## config.mk

```make
export PLATFORM = sky130hd
export DESIGN_NAME = lcd_1602a_sequencer_flat
export DESIGN_NICKNAME = d
export VERILOG_FILES = /design/src/rtl/lcd_1602a_sequencer_if.sv /design/src/rtl/lcd_1602a_sequencer.sv /design/src/flat_wrapper.sv
export SDC_FILE = /design/constraint.sdc
export NUM_CORES = 1
export LEC_CHECK = 0
export BUFFER_PORTS_ARGS = -buffer_cell sky130_fd_sc_hd__buf_2
export CORE_MARGIN = 5
export CORE_UTILIZATION = 23
export CTS_CLUSTER_DIAMETER = 30
export DETAILED_ROUTE_END_ITERATION = 6
export GPL_TIMING_DRIVEN = 1
export REMOVE_ABC_BUFFERS = 1
export SLEW_MARGIN = 20
export SYNTH_ARGS = -nofsm -noshare
export SYNTH_HDL_FRONTEND = slang
export SYNTH_SLANG_ARGS = --single-unit
export TNS_END_PERCENT = 50
```

## constraint.sdc

```tcl
create_clock -name clk -period 3.4 [get_ports clk]
set_input_delay 0.51 -clock clk [delete_from_list [all_inputs] [get_ports clk]]
set_output_delay 0.51 -clock clk [all_outputs]
set_load 0.005 [all_outputs]
```

## src/rtl/lcd_1602a_sequencer_if.sv

```systemverilog
`default_nettype none
// ============================================================================
// Module      : lcd_1602a_sequencer_if
// Description : Host request handshake and nibble-driver bus for the 1602A
//               sequencer.
// Revision    : 1.0 - initial release
// ============================================================================
interface lcd_1602a_sequencer_if;
    logic       host_valid;
    logic       host_rs;
    logic [7:0] host_data;
    logic       host_ready;
    logic       drv_en;
    logic       drv_rs;
    logic [7:0] drv_data;
    logic       drv_rdy;
    logic       drv_count;

    // Environment side: host logic plus the nibble driver
    modport master (
        output host_valid, host_rs, host_data, drv_rdy, drv_count,
        input  host_ready, drv_en, drv_rs, drv_data
    );

    modport slave (
        input  host_valid, host_rs, host_data, drv_rdy, drv_count,
        output host_ready, drv_en, drv_rs, drv_data
    );
endinterface
`default_nettype wire

```

## src/rtl/lcd_1602a_sequencer.sv

```systemverilog
`default_nettype none
// ============================================================================
// Module      : lcd_1602a_sequencer
// Description : 1602A front-end: power-on init, host byte requests, delay
//               checkpoint flags and automatic DDRAM line wrap.
// Revision    : 1.0 - initial release
// ============================================================================
module lcd_1602a_sequencer #(
    parameter int CLK_MHZ = 20,
    parameter int COLS    = 16,
    parameter int CNT_W   = 20
) (
    input  wire logic             clk,
    input  wire logic             rst,
    lcd_1602a_sequencer_if.slave  bus,
    output logic [6:0]            flags_out,
    output logic                  init_done,
    output logic                  busy,
    output logic [3:0]            cur_col,
    output logic                  cur_line
);

    localparam logic [2:0] c_st_pwr_wait   = 3'd0;
    localparam logic [2:0] c_st_init_issue = 3'd1;
    localparam logic [2:0] c_st_xfer       = 3'd2;
    localparam logic [2:0] c_st_post_wait  = 3'd3;
    localparam logic [2:0] c_st_idle       = 3'd4;
    localparam logic [2:0] c_st_wrap_issue = 3'd5;

    localparam int c_t6_raw = (40 * CLK_MHZ + 999) / 1000;
    localparam logic [CNT_W-1:0] c_t6 = CNT_W'((c_t6_raw < 1) ? 1 : c_t6_raw);
    localparam logic [CNT_W-1:0] c_t5 = CNT_W'((250 * CLK_MHZ + 999) / 1000);
    localparam logic [CNT_W-1:0] c_t4 = CNT_W'(42 * CLK_MHZ);
    localparam logic [CNT_W-1:0] c_t3 = CNT_W'(100 * CLK_MHZ);
    localparam logic [CNT_W-1:0] c_t2 = CNT_W'(1640 * CLK_MHZ);
    localparam logic [CNT_W-1:0] c_t1 = CNT_W'(4100 * CLK_MHZ);
    localparam logic [CNT_W-1:0] c_t0 = CNT_W'(15000 * CLK_MHZ);
    localparam logic [4:0]       c_cols = 5'(COLS);
    localparam logic [2:0]       c_last_idx = 3'd5;

    logic [2:0]       r_state, w_nxt;
    logic [CNT_W-1:0] r_cnt;
    logic [2:0]       r_idx, w_idx_nxt;
    logic [2:0]       r_sel, w_sel_nxt;
    logic             r_seen_low, w_seen_nxt;
    logic             r_wrap_pend, w_wrap_nxt;
    logic             r_init_done, w_init_nxt;
    logic             r_host_ready, r_busy;
    logic             r_drv_en, w_en_nxt;
    logic             r_drv_rs, w_rs_nxt;
    logic [7:0]       r_drv_data, w_data_nxt;
    logic [3:0]       r_col, w_col_nxt;
    logic             r_line, w_line_nxt;
    logic [4:0]       w_col_inc;
    logic [7:0]       w_flags_ext;
    logic             w_enter_wait;

    // Init ROM: byte and the flag index that ends its post-delay
    function automatic logic [7:0] rom_byte(input logic [2:0] idx);
        case (idx)
            3'd0:    rom_byte = 8'h33;
            3'd1:    rom_byte = 8'h32;
            3'd2:    rom_byte = 8'h28;
            3'd3:    rom_byte = 8'h0C;
            3'd4:    rom_byte = 8'h06;
            default: rom_byte = 8'h01;
        endcase
    endfunction

    function automatic logic [2:0] rom_sel(input logic [2:0] idx);
        case (idx)
            3'd0:    rom_sel = 3'd1;
            3'd1:    rom_sel = 3'd3;
            3'd2:    rom_sel = 3'd4;
            3'd3:    rom_sel = 3'd4;
            3'd4:    rom_sel = 3'd4;
            default: rom_sel = 3'd2;
        endcase
    endfunction

    assign flags_out = {r_cnt >= c_t6, r_cnt >= c_t5, r_cnt >= c_t4, r_cnt >= c_t3,
                        r_cnt >= c_t2, r_cnt >= c_t1, r_cnt >= c_t0};
    assign w_flags_ext  = {1'b0, flags_out};
    assign w_col_inc    = {1'b0, r_col} + 5'd1;
    assign w_enter_wait = (w_nxt == c_st_post_wait) && (r_state != c_st_post_wait);

    always_comb begin
        w_nxt      = r_state;
        w_idx_nxt  = r_idx;
        w_sel_nxt  = r_sel;
        w_seen_nxt = 1'b0;
        w_wrap_nxt = r_wrap_pend;
        w_init_nxt = r_init_done;
        w_en_nxt   = r_drv_en;
        w_rs_nxt   = r_drv_rs;
        w_data_nxt = r_drv_data;
        w_col_nxt  = r_col;
        w_line_nxt = r_line;
        case (r_state)
            c_st_pwr_wait: begin
                if (flags_out[0]) begin
                    w_nxt      = c_st_init_issue;
                    w_idx_nxt  = 3'd0;
                    w_en_nxt   = 1'b1;
                    w_rs_nxt   = 1'b0;
                    w_data_nxt = rom_byte(3'd0);
                    w_sel_nxt  = rom_sel(3'd0);
                end
            end
            c_st_init_issue, c_st_wrap_issue: begin
                w_nxt      = c_st_xfer;
                w_seen_nxt = ~bus.drv_rdy;
            end
            c_st_xfer: begin
                // Completion is a low-then-high on drv_rdy while drv_en is held
                w_seen_nxt = r_seen_low | ~bus.drv_rdy;
                if (r_seen_low && bus.drv_rdy) begin
                    w_nxt      = c_st_post_wait;
                    w_en_nxt   = 1'b0;
                    w_seen_nxt = 1'b0;
                end
            end
            c_st_post_wait: begin
                if (w_flags_ext[r_sel]) begin
                    if (!r_init_done) begin
                        if (r_idx == c_last_idx) begin
                            w_init_nxt = 1'b1;
                            w_nxt      = c_st_idle;
                        end else begin
                            w_idx_nxt  = r_idx + 3'd1;
                            w_nxt      = c_st_init_issue;
                            w_en_nxt   = 1'b1;
                            w_rs_nxt   = 1'b0;
                            w_data_nxt = rom_byte(r_idx + 3'd1);
                            w_sel_nxt  = rom_sel(r_idx + 3'd1);
                        end
                    end else if (r_wrap_pend) begin
                        w_nxt      = c_st_wrap_issue;
                        w_wrap_nxt = 1'b0;
                        w_en_nxt   = 1'b1;
                        w_rs_nxt   = 1'b0;
                        w_data_nxt = r_line ? 8'hC0 : 8'h80;
                        w_sel_nxt  = 3'd4;
                    end else begin
                        w_nxt = c_st_idle;
                    end
                end
            end
            c_st_idle: begin
                if (bus.host_valid && r_host_ready) begin
                    w_nxt      = c_st_xfer;
                    w_en_nxt   = 1'b1;
                    w_rs_nxt   = bus.host_rs;
                    w_data_nxt = bus.host_data;
                    w_sel_nxt  = 3'd4;
                    if (bus.host_rs) begin
                        if (w_col_inc == c_cols) begin
                            w_col_nxt  = 4'd0;
                            w_line_nxt = ~r_line;
                            w_wrap_nxt = 1'b1;
                        end else begin
                            w_col_nxt = w_col_inc[3:0];
                        end
                    end else if ((bus.host_data == 8'h01) || (bus.host_data == 8'h02) ||
                                 (bus.host_data == 8'h03)) begin
                        w_col_nxt  = 4'd0;
                        w_line_nxt = 1'b0;
                        w_sel_nxt  = 3'd2;
                    end else if (bus.host_data[7]) begin
                        w_col_nxt  = bus.host_data[3:0];
                        w_line_nxt = bus.host_data[6];
                    end
                end
            end
            default: w_nxt = c_st_pwr_wait;
        endcase
    end

    always_ff @(posedge clk) begin
        if (!rst) begin
            r_state      <= c_st_pwr_wait;
            r_idx        <= 3'd0;
            r_sel        <= 3'd0;
            r_seen_low   <= 1'b0;
            r_wrap_pend  <= 1'b0;
            r_init_done  <= 1'b0;
            r_host_ready <= 1'b0;
            r_busy       <= 1'b0;
            r_drv_en     <= 1'b0;
            r_drv_rs     <= 1'b0;
            r_drv_data   <= 8'd0;
            r_col        <= 4'd0;
            r_line       <= 1'b0;
        end else begin
            r_state      <= w_nxt;
            r_idx        <= w_idx_nxt;
            r_sel        <= w_sel_nxt;
            r_seen_low   <= w_seen_nxt;
            r_wrap_pend  <= w_wrap_nxt;
            r_init_done  <= w_init_nxt;
            r_host_ready <= (w_nxt == c_st_idle) && w_init_nxt;
            r_busy       <= (w_nxt != c_st_idle);
            r_drv_en     <= w_en_nxt;
            r_drv_rs     <= w_rs_nxt;
            r_drv_data   <= w_data_nxt;
            r_col        <= w_col_nxt;
            r_line       <= w_line_nxt;
        end
    end

    always_ff @(posedge clk) begin
        if (!rst) begin
            r_cnt <= '0;
        end else if (bus.drv_count || w_enter_wait) begin
            r_cnt <= '0;
        end else if (r_cnt != '1) begin
            r_cnt <= r_cnt + CNT_W'(1);
        end
    end

    assign bus.host_ready = r_host_ready;
    assign bus.drv_en     = r_drv_en;
    assign bus.drv_rs     = r_drv_rs;
    assign bus.drv_data   = r_drv_data;
    assign init_done      = r_init_done;
    assign busy           = r_busy;
    assign cur_col        = r_col;
    assign cur_line       = r_line;

endmodule
`default_nettype wire

```

## src/flat_wrapper.sv

```systemverilog
// flat-port wrapper written by rule: the top's interface ports become plain ports
module lcd_1602a_sequencer_flat 
#(
    parameter int CLK_MHZ = 20,
    parameter int COLS    = 16,
    parameter int CNT_W   = 20
)
  (clk, rst, flags_out, init_done, busy, cur_col, cur_line, bus_host_valid, bus_host_rs, bus_host_data, bus_drv_rdy, bus_drv_count, bus_host_ready, bus_drv_en, bus_drv_rs, bus_drv_data);
  lcd_1602a_sequencer_if bus_i ();
  input  wire logic clk;
  input  wire logic rst;
  output logic [6:0] flags_out;
  output logic init_done;
  output logic busy;
  output logic [3:0] cur_col;
  output logic cur_line;
  input wire logic [$bits(bus_i.host_valid)-1:0] bus_host_valid;
  input wire logic [$bits(bus_i.host_rs)-1:0] bus_host_rs;
  input wire logic [$bits(bus_i.host_data)-1:0] bus_host_data;
  input wire logic [$bits(bus_i.drv_rdy)-1:0] bus_drv_rdy;
  input wire logic [$bits(bus_i.drv_count)-1:0] bus_drv_count;
  output wire logic [$bits(bus_i.host_ready)-1:0] bus_host_ready;
  output wire logic [$bits(bus_i.drv_en)-1:0] bus_drv_en;
  output wire logic [$bits(bus_i.drv_rs)-1:0] bus_drv_rs;
  output wire logic [$bits(bus_i.drv_data)-1:0] bus_drv_data;
  assign bus_i.host_valid = bus_host_valid;
  assign bus_i.host_rs = bus_host_rs;
  assign bus_i.host_data = bus_host_data;
  assign bus_i.drv_rdy = bus_drv_rdy;
  assign bus_i.drv_count = bus_drv_count;
  assign bus_host_ready = bus_i.host_ready;
  assign bus_drv_en = bus_i.drv_en;
  assign bus_drv_rs = bus_i.drv_rs;
  assign bus_drv_data = bus_i.drv_data;
  lcd_1602a_sequencer #(.CLK_MHZ(CLK_MHZ), .COLS(COLS), .CNT_W(CNT_W)) u_core (.clk(clk), .rst(rst), .bus(bus_i), .flags_out(flags_out), .init_done(init_done), .busy(busy), .cur_col(cur_col), .cur_line(cur_line));
endmodule
```

==> summary.md, run 1 <==
| Metric | Value |
|---|---|
| Clock Path Buffers | 2 |
| Pwr dens | 328.7 nW/µm² |
| GP Congestion | 0.9563 |
| Max FO, Critical Path | 10 |
| Worst Max-Slew Pin Slew | 0.7833 ns |
| Initial core utilization | 23.26% |
| Sw Ratio | 21.68% |
| Tcrit/Tclk final | 82.63% |
| Yosys reg bits | 49 |
| PnR worst setup slack | 0.5905 ns |
| Initial antenna violation count | 0 |
| DR vias/cell | 4.827 |
| Initial DRT Pass Iterations | 4 |
| Pre-CTS setup slack | 0.6136 ns |
| # fillers | 1388 |
| Reg area | 980.9 µm² |
| Sw power | 0.2431 mW |
| Largest area contributor in the netlist | dfxtp_1 |
| DR WL/cell | 13.66 µm |
| VDD IR max | 0.1781 mV |
| Post-synth EDFFs | 0 |
| DRC | 0 |
| Cell total after placement | 565 |
| Routed Antenna Nets | 0 |
| Startpoint types | flop |
| Leakage | 1.295 nW |
| Max Freq | 0.3559 GHz |
| Setup TNS | 0 ns |
| CTS HTree Levels | 2 |
| Fin util | 27.26% |
| Worst-Skew Late Latency | 0.29 ns |
| Diode count | 0 |
| Share of the synthesized area in the top cell type | 33.69% |
| Hpwl dp | 6.045 mm |
| Endpoints failing hold | 0 |
| Mapped Area | 2912 µm² |
| Worst path arrival time | 3.00 ns |
| Crit Path Category | reg -> reg |
| Post-CTS Setup Bufs | 0 |
| Int Pwr | 0.8783 mW |
| Number of cells produced by synthesis | 370 |
| Register area share after synthesis | 33.69% |
| Synth cell types | 55 |
| I/O Buffers | 38 |
| Vias in the first global route | 2677 |
| Die area | 15010 µm² |
| Core area | 12520 µm² |
| Largest cells by area after synthesis | dfxtp_1, nor2_1, ha_1 |
| Total grt overflow | 0 |
| CTS tree | done |
| Mean Syn Cell Area | 7.869 µm² |
| CP endpoint kind | flop |
| Pin count of the biggest net entering global routing | 23 |
| Num CTS Buffers | 5 |
| Post-route minimum period | 2.809 ns |
| Root buffer cell | clkbuf_16 |
| Clock share of power | 44.9% |
| Post-CTS Hold Buffers | 0 |
| Clock skew | 0.01089 ns |
| Die H | 122.5 µm |
| Post-CTS sizing | 0 |
| Fin cells | 572 |
| Max Slew Vio Count | 0 |
| Max_cap viols | 0 |
| Area occupied by multi-input gates | 1752 µm² |
| GRT Total Usage | 10.60% |
| Top_reg_cell synth | dfxtp_1 |
| Ys Warns | 0 |
| Comb power frac | 3.6% |
| Drt initial violations | 102 |
| RSZ-0062 raised after global routing | false |
| Final net count | 426 |
| HP Class | in -> reg |
| Synthesis-to-layout area growth | 17.19% |
| Ratio of cells with drive above 1 in the final layout | 15.25% |
| IO Count | 39 |
| Async SR Flop Fraction | 0% |
| Flop pwr share | 51.5% |
| Drt total wl | 7.811 mm |
| Clock sinks | 49 |
| Via count | 2761 |
| Max-slew headroom | 47.62% |
| Clock transition at the registers of the reported paths | 0.07 ns |
| Global-route wire length before repair | 12.96 mm |
| Die outline width | 122.5 µm |
| Status | complete, no violations |
| Final setup fails | 0 |
| Crit path required time | 3.59 ns |
| Site Rows | 41 |
## cell usage in the layout, fill, tap and decap left out, types with 2 or more instances in the layout
cell type,n
nand2_1,36
a21oi_1,18
inv_1,26
or3_1,3
a211oi_1,5
nor3_1,19
nand4_1,10
xnor2_1,8
nor2_1,43
o22ai_1,4
nor4_1,3
and4_1,4
dfxtp_1,49
o31ai_1,2
o21a_1,2
xor2_1,7
nand3_1,11
nand3b_1,3
o21ai_0,21
buf_2,38
or2_2,2
nor3b_1,5
and2_1,5
and3_1,7
mux2i_1,4
ha_1,12
buf_4,4
o32ai_1,2
nor4b_1,3
a311o_1,2
or4_1,2
a221oi_1,12
clkbuf_16,5
## worst paths after layout
kind	from	to	slack (ns)	cells after the start
max reg2reg	u_core.r_cnt[12]	u_core.r_idx[1]	0.59	7
min	bus_drv_rdy	u_core.r_seen_low	0.39	2
min reg2reg	u_core.bus.drv_data[4]	u_core.bus.drv_data[4]	0.47	2
max	u_core.r_cnt[12]	u_core.r_idx[1]	0.59	7
## power by group through the flow
stage	sequential (mW)	combinational, mW	clock (mW)
detailed placement	0.591	0.0414	0
CTS	0.577	0.0415	0.525
floorplan	0.590	0.0171	0
global placement	0.590	0.0410	0
finish	0.577	0.0405	0.504
global route	0.577	0.0458	0.546
## sequential cells by signal, indices dropped and copies added (netlist names)
register               count
u_core.r_cnt              20
u_core.bus.drv_data        8
u_core.cur_col             4
u_core.r_idx               3
u_core.r_sel               3
u_core.r_state             3
u_core.bus.drv_en          1
u_core.bus.drv_rs          1
u_core.bus.host_ready      1
u_core.busy                1
u_core.cur_line            1
u_core.init_done           1
u_core.r_seen_low          1
u_core.r_wrap_pend         1
## per-stage QoR
stage / power [mW] / hold WS [ns] / instance area (µm²)
6_report: 1.121 / 0.3912 / 3412
5_1_grt: 1.169 / 0.4043 / 3412
4_1_cts: 1.144 / 0.3844 / 3412
3_3_place_gp: 0.6314 / 0.4626 / 3266
3_5_place_dp: 0.6320 / 0.4723 / 3266
2_1_floorplan: 0.6073 / 0.4527 / 2830
## synthesized netlist by cell type, types with 2 or more instances
master,count
a21oi_1,18
o21ai_0,21
o31ai_1,2
nor3b_1,5
inv_1,26
and2_1,5
ha_1,12
a311o_1,2
nand2_1,36
and4_1,4
nand4_1,10
nand3b_1,3
a221oi_1,12
or4_1,2
xnor2_1,8
o22ai_1,4
o21a_1,2
dfxtp_1,49
clkbuf_1,16
mux2i_1,4
nand3_1,11
or3_1,3
a211oi_1,5
xor2_1,7
nor3_1,19
or2_2,2
nor4_1,3
o32ai_1,2
nor2_1,43
and3_1,7
nor4b_1,3
## area by class of cell
| type | instances | area share (%) |
|---|---|---|
| sequential | 49 | 28.75 |
| inverter | 26 | 2.860 |
| clock buffer | 6 | 4.070 |
| clock inverter | 1 | 0.2200 |
| multi-input combinational | 276 | 51.34 |
| timing repair buffer | 42 | 6.454 |
| tap | 172 | 6.307 |
## layer usage
metal	GRT usage (%)	share of wire [%]	up-vias
li1	-	-	1393
met1	13.66	46	1300
met2	18.00	48	64
met3	2.627	4.3	4
met4	2.169	0.68	0
met5	0	0	-
## cells by family after synthesis
logic type | Yosys count | share of synthesized area (%)
fa+ha+maj | 12 | 5.157
flops | 49 | 33.69
xor+xnor | 15 | 4.512
buf+inv | 45 | 6.145
mux | 4 | 1.375
simple gates | 163 | 29.05
compound gates | 82 | 20.07
## critical path, stage by stage (launching register included)
cell	delay, ns
dfxtp_1	0.39
nor4_4	0.35
nand3_2	0.16
or3_4	0.40
a311o_1	0.40
o32ai_4	0.52
a221oi_1	0.23
o32ai_1	0.26
No activity file was read; power rests on OpenSTA's default activity.
==> run 2, diff against run 1 <==
--- a/config.mk
+++ b/config.mk
@@ -5,6 +5,7 @@
 export SDC_FILE = /design/constraint.sdc
 export NUM_CORES = 1
 export LEC_CHECK = 0
+export ABC_AREA = 1
 export BUFFER_PORTS_ARGS = -buffer_cell sky130_fd_sc_hd__buf_2
 export CORE_MARGIN = 5
 export CORE_UTILIZATION = 23
==> constraint.sdc (replaced) <==
create_clock -name clk -period 2.95 [get_ports clk]
set_input_delay 0.4425 -clock clk [delete_from_list [all_inputs] [get_ports clk]]
set_output_delay 0.4425 -clock clk [all_outputs]
set_load 0.005 [all_outputs]
==> run 2 against run 1 <==
Clock power up 36%. Setup slack improved by 0.10 ns. Sequential share of layout area down 2.9 points. Worst hold slack worse by 0.076 ns. Synthesized cell count is 39% higher. Total power rose by 25%. Core utilization rose by 0.053 points. Wire length is 6.6% higher. Global-route usage shrank 0.32 points. Final cell count is 28% higher. Count of clock-buffer cells in the layout is 1 higher. Critical path type unchanged. Critical endpoint is now u_core.bus.drv_data[3]. Highest routed layer unchanged.
==> summary.md, run 2 <==
| Metric | Value |
|---|---|
| Status | complete, no violations |
| Hpwl dp | 6.459 mm (+6.9%) |
| Slowest Stage Delay on Critical Path | 0.42 ns (-0.10 ns) |
| Max Slew Vio Count | 0 (unchanged) |
| Post-CTS Hold Buffers | 0 (unchanged) |
| Max-slew headroom | 54.76% (+7.1 points) |
| Worst reg-to-reg setup slack | 0.69 ns (+0.10 ns) |
| Final setup fails | 0 (unchanged) |
| Largest cells by area after synthesis | dfxtp_1, nand2_1, inv_1 |
| Max Freq | 0.4425 GHz (+24%) |
| Worst-Skew Late Latency | 0.29 ns (about the same) |
| Tcrit/Tclk final | 76.60% (-6.0 points) |
| Post-route minimum period | 2.260 ns (-0.5498 ns) |
| Vias in the first global route | 2988 (+12%) |
| Endpoints failing hold | 0 (unchanged) |
| Mapped Area | 3261 µm² (+12%) |
| Register area share after synthesis | 30.08% (-3.6 points) |
| Commonest non-fill, non-tap cell in the layout | nand2_1 |
| Crit Path Category | reg -> reg |
| Ys Warns | 0 (unchanged) |
| Die H | 129.1 µm (+5.4%) |
| Crit path required time | 3.18 ns (-0.41 ns) |
| Diode count | 0 (unchanged) |
| DR WL met2 | 3.666 mm (-3.2%) |
| CTS HTree Levels | 2 (unchanged) |
| Largest area contributor in the netlist | dfxtp_1 |
| Largest register FFs | 20 (unchanged) |
| Drt initial violations | 217 (+110%) |
| CP top delay family | buffers and inverters |
| Synthesis-to-layout area growth | 16.27% |
| R2r startpoint | u_core.r_idx[1] |
| Reg area | 980.9 µm² (unchanged) |
| DR vias/cell | 4.347 (-9.9%) |
| Mean Syn Cell Area | 6.331 µm² (-20%) |
| Routed Antenna Nets | 0 (unchanged) |
| Worst path arrival time | 2.49 ns (-0.51 ns) |
| Met3 wire length | 374 µm (+11%) |
| Num CTS Buffers | 5 (unchanged) |
| Post-synth top cells | nand2_1, inv_1, nor2_1 |
| Crit path max-delay cell type | dfxtp_1 |
| Die outline width | 129.1 µm (+5.4%) |
| Clock sinks | 49 (unchanged) |
| CTS tree | done |
| Clock skew | 0.005356 ns (-0.005539 ns) |
| Drt total wl | 8.328 mm (+6.6%) |
| Core area | 13880 µm² (+11%) |
| Setup crit start | u_core.r_idx[1] |
| Leakage | 1.754 nW (+35%) |
| Global-route wire length before repair | 14.17 mm (+9.4%) |
| Share of the synthesized area in the top cell type | 30.08% (-3.6 points) |
| GP Congestion | 0.8490 (-11%) |
| Pre-CTS setup slack | 0.7161 ns (+0.1025 ns) |
| Pin count of the biggest net entering global routing | 23 (unchanged) |
| Initial antenna violation count | 0 (unchanged) |
| Most frequent cells in the layout | nand2_1, inv_1, nor2_1 |
| CP Cell Sequence | inv_1, ha_1, a21oi_1, inv_1, o21ai_0, o211ai_1, inv_1, nand3_2, nand2_1, inv_2, nor2_1 |
| Post-CTS sizing | 0 (unchanged) |
| Number of cells produced by synthesis | 515 (+39%) |
| Ratio of cells with drive above 1 in the final layout | 14.86% (-0.39 points) |
| Reg2Reg Depth | 11 (+4) |
| Crit path buf inv count | 4 (+4) |
| RSZ-0062 raised after global routing | false |
| Setup TNS | 0 ns (unchanged) |
| Clock Path Buffers | 2 (unchanged) |
| Post-CTS Setup Bufs | 0 (unchanged) |
| Synth cell types | 39 (-29%) |
| Met1 Routed Length | 4.119 mm (+13%) |
| Root buffer cell | clkbuf_16 |
| DR WL/cell | 11.38 µm (-17%) |
| I/O Buffers | 38 (unchanged) |
| Yosys reg bits | 49 (unchanged) |
| Biggest register | u_core.r_cnt |
| DRC | 0 (unchanged) |
| CP endpoint kind | flop |
| Worst Max-Slew Pin Slew | 0.6723 ns (-0.1109 ns) |
| Total grt overflow | 0 (unchanged) |
| Initial DRT Pass Iterations | 5 (+1) |
| PnR worst setup slack | 0.6903 ns (+0.09976 ns) |
| Max_cap viols | 0 (unchanged) |
| Async SR Flop Fraction | 0% (unchanged) |
| Final net count | 577 (+35%) |
| Critical R2R Capture | u_core.bus.drv_data[3] |
| HP Class | in -> reg |
| # fillers | 1543 (+11%) |
| Site Rows | 43 (+4.9%) |
| GRT Total Usage | 10.28% (-0.32 points) |
| Clock transition at the registers of the reported paths | 0.07 ns (about the same) |
| Die area | 16660 µm² (+11%) |
| Post-synth EDFFs | 0 (unchanged) |
| Top_reg_cell synth | dfxtp_1 |
| Top sig layer | met4 |
| VDD IR max | 0.1893 mV (+6.3%) |
| Max FO, Critical Path | 13 (+3) |
| Count leader, synth | nand2_1 |
| Most used cell, CP | inv_1 |
| Pwr dens | 370.0 nW/µm² (+13%) |
| Startpoint types | flop |
| IO Count | 39 (unchanged) |
| Crit. path cell count | 11 (+4) |
| Via count | 3182 (+15%) |
| Initial core utilization | 23.49% (+0.23 points) |
| Area occupied by multi-input gates | 1847 µm² (+5.4%) |
| Setup crit end | u_core.bus.drv_data[3] |
==> run 2: cell families after synthesis <==
group                    share of synthesized area [%]
AND/OR/NAND/NOR                                  36.76
buffers and inverters                            13.28
AO/OA/AOI/OAI                                    12.05
flip-flops                                       30.08
XOR/XNOR                                         3.223
adder cells (fa/ha/maj)                          4.605
==> run 2: per-layer routing <==
| metal | GRT usage (%) | vias up |
|---|---|---|
| met5 | 0 | - |
| met1 | 14.12 | 1414 |
| met2 | 15.88 | 49 |
| li1 | - | 1709 |
| met4 | 3.706 | 0 |
| met3 | 2.267 | 10 |
==> run 2: worst reg2reg max path: stages, from the launching register on <==
cell	delay, ns
dfxtp_1	0.42
inv_1	0.11
ha_1	0.21
a21oi_1	0.19
inv_1	0.09
o21ai_0	0.16
o211ai_1	0.15
inv_1	0.32
nand3_2	0.28
nand2_1	0.15
inv_2	0.03
nor2_1	0.09
==> run 2: where the power goes <==
group / total, mW / switching (mW) / internal [mW]
combinational: 0.0544 / 0.0347 / 0.0197
sequential: 0.665 / 0.00204 / 0.663
clock: 0.683 / 0.259 / 0.424
==> run 2: area by class of cell <==
class | instances | area share [%]
clock buffer | 7 | 3.762
timing repair buffer | 41 | 5.611
inverter | 94 | 9.307
clock inverter | 1 | 0.7921
tap | 180 | 5.941
multi-input combinational | 360 | 48.71
sequential | 49 | 25.87
==> run 2: through the flow <==
step                      cells  instance area (µm²)  util [%]  power (mW)  hold WS (ns)
after detailed placement    724                 3618     26.07      0.7349        0.4629
after CTS                   732                 3791     27.31       1.427        0.3103
after global routing        732                 3791     27.31       1.457        0.3165
after global placement      724                 3618     26.07      0.7349        0.4571
after floorplan             503                 3181         -      0.7054        0.4306
final                       732                 3791     27.31       1.403        0.3147
==> run 2: worst min-delay path by stage <==
stage                       start                 end  slack, ns  cells past startpoint
6_report              bus_drv_rdy   u_core.r_seen_low       0.31                      2
4_1_cts               bus_drv_rdy   u_core.r_seen_low       0.31                      2
2_1_floorplan  u_core.r_wrap_pend  u_core.r_wrap_pend       0.43                      2
3_3_place_gp    u_core.cur_col[3]   u_core.cur_col[3]       0.46                      2
5_1_grt               bus_drv_rdy   u_core.r_seen_low       0.32                      2
3_5_place_dp    u_core.cur_col[3]   u_core.cur_col[3]       0.46                      2
==> run 3, diff against run 2 <==
--- a/config.mk
+++ b/config.mk
@@ -5,7 +5,7 @@
 export SDC_FILE = /design/constraint.sdc
 export NUM_CORES = 1
 export LEC_CHECK = 0
-export ABC_AREA = 1
+export ABC_AREA = 0
 export BUFFER_PORTS_ARGS = -buffer_cell sky130_fd_sc_hd__buf_2
 export CORE_MARGIN = 5
 export CORE_UTILIZATION = 23
==> constraint.sdc (replaced) <==
create_clock -name clk -period 2 [get_ports clk]
set_input_delay 0.3 -clock clk [delete_from_list [all_inputs] [get_ports clk]]
set_output_delay 0.3 -clock clk [all_outputs]
set_load 0.005 [all_outputs]
==> run 3 against run 2 <==
The flow now finishes with violations (setup timing). Clock power grew 25%. Wire length grew 12%. Combinational power grew 61%. Sequential power grew 47%. Die area shrank 9.9%. Setup slack lost 1.2 ns. Core utilization grew 7.3 points. Global-route usage grew 2.5 points. Count of clock-buffer cells in the layout shrank 1. Worst hold slack lost 0.13 ns. Highest routed layer unchanged.
==> summary.md, run 3 (synthesis results as in run 1) <==
| Metric | Value |
|---|---|
| Max FO, Critical Path | 7 (-6) |
| CP Cell Sequence | nor4_4, nand3_2, or3_4, a311o_1, o32ai_4, buf_12, a21o_4, mux2i_1 |
| # fillers | 1334 (-14%) |
| IO Count | 39 (unchanged) |
| HP Class | in -> reg |
| Largest register FFs | 20 (unchanged) |
| Max-slew headroom | 66.34% (+12 points) |
| Routed Antenna Nets | 0 (unchanged) |
| DRC | 0 (unchanged) |
| Clock transition at the registers of the reported paths | 0.07 ns (about the same) |
| Clock skew | 0.01148 ns (+0.006127 ns) |
| Vias in the first global route | 3225 (+7.9%) |
| Int Pwr | 1.480 mW (+34%) |
| Worst Max-Slew Pin Slew | 0.4921 ns (-0.1802 ns) |
| Diode count | 0 (unchanged) |
| Pin count of the biggest net entering global routing | 22 (-4.3%) |
| Crit Path Category | reg -> reg |
| Crit path buf inv count | 1 (-3) |
| I/O Buffers | 38 (unchanged) |
| Crit path max-delay cell type | or3_4 |
| Global-route wire length before repair | 15.46 mm (+9.1%) |
| PnR worst setup slack | -0.4763 ns (-1.167 ns) |
| Sw power | 0.4429 mW (+50%) |
| Status | complete, but fails checks |
| Final net count | 514 (-11%) |
| Initial core utilization | 23.26% (-0.23 points) |
| Flop pwr share | 51.0% (+3.6 points) |
| Area occupied by multi-input gates | 1981 µm² (+7.2%) |
| Pwr dens | 443.9 nW/µm² (+20%) |
| Pre-CTS setup slack | -0.5421 ns (-1.258 ns) |
| Post-route minimum period | 2.476 ns (+0.2166 ns) |
| Comb power frac | 4.6% (+0.7 points) |
| Max_cap viols | 0 (unchanged) |
| GP Congestion | 0.9451 (+11%) |
| Setup crit end | u_core.bus.drv_data[2] |
| Die outline width | 122.5 µm (-5.1%) |
| Slowest Stage Delay on Critical Path | 0.39 ns (-0.03 ns) |
| Worst reg-to-reg setup slack | -0.48 ns (-1.17 ns) |
| Biggest register | u_core.r_cnt |
| Endpoints failing hold | 0 (unchanged) |
| Site Rows | 41 (-4.7%) |
| GRT Total Usage | 12.74% (+2.5 points) |
| Sw Ratio | 23.03% (+2.0 points) |
| Initial antenna violation count | 0 (unchanged) |
| Most frequent cells in the layout | buf_4, nor2_1, buf_2, dfxtp_1, nand2_1 |
| Via count | 3125 (-1.8%) |
| Clock Path Buffers | 2 (unchanged) |
| DR vias/cell | 4.728 (+8.8%) |
| CP endpoint kind | flop |
| Fin Hold WS | 0.1810 ns (-0.1337 ns) |
| Post-CTS Hold Buffers | 0 (unchanged) |
| Reg2Reg Depth | 8 (-3) |
| Clock sinks | 49 (unchanged) |
| Num CTS Buffers | 5 (unchanged) |
| Worst-Skew Late Latency | 0.29 ns (about the same) |
| CTS tree | done |
| Drt initial violations | 156 (-28%) |
| DR WL/cell | 14.12 µm (+24%) |
| CP top delay family | compound AO/OA/AOI/OAI gates |
| CTS HTree Levels | 2 (unchanged) |
| Core area | 12520 µm² (-9.8%) |
| Hpwl dp | 6.940 mm (+7.4%) |
| Ratio of cells with drive above 1 in the final layout | 39.88% (+25 points) |
| Die H | 122.5 µm (-5.1%) |
| Die area | 15010 µm² (-9.9%) |
| Root buffer cell | clkbuf_16 |
| Tcrit/Tclk final | 123.8% (+47 points) |
| Critical R2R Capture | u_core.bus.drv_data[2] |
| Failing checks | setup timing |
| Max Freq | 0.4038 GHz (-8.7%) |
| Synthesis-to-layout area growth | 48.78% |
| Setup TNS | -9.332 ns (-9.332 ns) |
| Crit path required time | 2.22 ns (-0.96 ns) |
| VDD IR max | 0.3160 mV (+67%) |
| Worst path arrival time | 2.70 ns (+0.21 ns) |
| Max Slew Vio Count | 0 (unchanged) |
| Startpoint types | flop |
| Crit. path cell count | 8 (-3) |
| Total grt overflow | 0 (unchanged) |
| RSZ-0062 raised after global routing | true |
| Drt total wl | 9.334 mm (+12%) |
| Initial DRT Pass Iterations | 5 (unchanged) |
| Reg area | 996.0 µm² (+1.5%) |
| Leakage | 1.775 nW (+1.2%) |
| Commonest non-fill, non-tap cell in the layout | buf_4 |
| Setup crit start | u_core.r_cnt[17] |
| R2r startpoint | u_core.r_cnt[17] |
| Final setup fails | 29 (+29) |
| Clock share of power | 44.5% (-4.2 points) |
run 3: worst reg2reg max path, cell delays in order (launching register included):
cell and delay (ns):
dfxtp_2 0.34, nor4_4 0.32, nand3_2 0.13, or3_4 0.39, a311o_1 0.37, o32ai_4 0.30
buf_12 0.19, a21o_4 0.19, mux2i_1 0.20
run 3: per-layer routing:
metal / share of wire [%] / track usage (%) / vias to the layer above / wire length (µm)
li1: - / - / 1571 / -
met1: 43 / 15.81 / 1455 / 4052
met2: 50 / 22.02 / 85 / 4653
met3: 5.1 / 2.673 / 14 / 476
met4: 1.6 / 4.059 / 0 / 153
met5: 0 / 0 / - / 0
run 3: layout make-up:
class,count,area share (%)
Multi-Input combinational cell,278,45.73
Sequential cell,49,22.99
Timing Repair Buffer,128,20.77
Tap cell,172,4.968
Clock buffer,6,2.975
Inverter,26,2.253
Clock inverter,2,0.3177
run 3: what timing repair did:
action                                 in CTS  in global routing
pin swaps                                  24                  7
setup buffers                               8                  1
endpoints found under the hold margin       0                  0
gates resized for setup                    52                  9
gates cloned                                3                  0
setup endpoints to repair                  38                 33
run 3: how the worst min path moves through the flow:
stage | from | depth (start not counted) | end | slack, ns
after floorplan | bus_drv_rdy | 1 | u_core.r_seen_low | 0.38
after global placement | u_core.bus.drv_data[4] | 2 | u_core.bus.drv_data[4] | 0.47
after detailed placement | u_core.bus.drv_data[6] | 2 | u_core.bus.drv_data[6] | 0.48
after CTS | bus_drv_rdy | 2 | u_core.r_seen_low | 0.18
after global routing | bus_drv_rdy | 2 | u_core.r_seen_low | 0.19
final | bus_drv_rdy | 2 | u_core.r_seen_low | 0.18
run 3: power by group through the flow:
stage	Clock [mW]	Sequential, mW	Combinational, mW
CTS	0.881	0.980	0.0873
global placement	0	1.00	0.0811
global route	0.934	0.980	0.0977
floorplan	0	1.00	0.0290
detailed placement	0	1.00	0.0832
finish	0.855	0.980	0.0876
run 3: per-stage QoR:
| step | std cells | area (µm²) | util, % | power [mW] |
|---|---|---|---|---|
| 5_1_grt | 661 | 4332 | 34.61 | 2.012 |
| 2_1_floorplan | 351 | 2830 | - | 1.032 |
| 3_3_place_gp | 642 | 3856 | 30.81 | 1.083 |
| 3_5_place_dp | 642 | 3856 | 30.81 | 1.086 |
| 6_report | 661 | 4332 | 34.61 | 1.923 |
| 4_1_cts | 661 | 4314 | 34.47 | 1.948 |
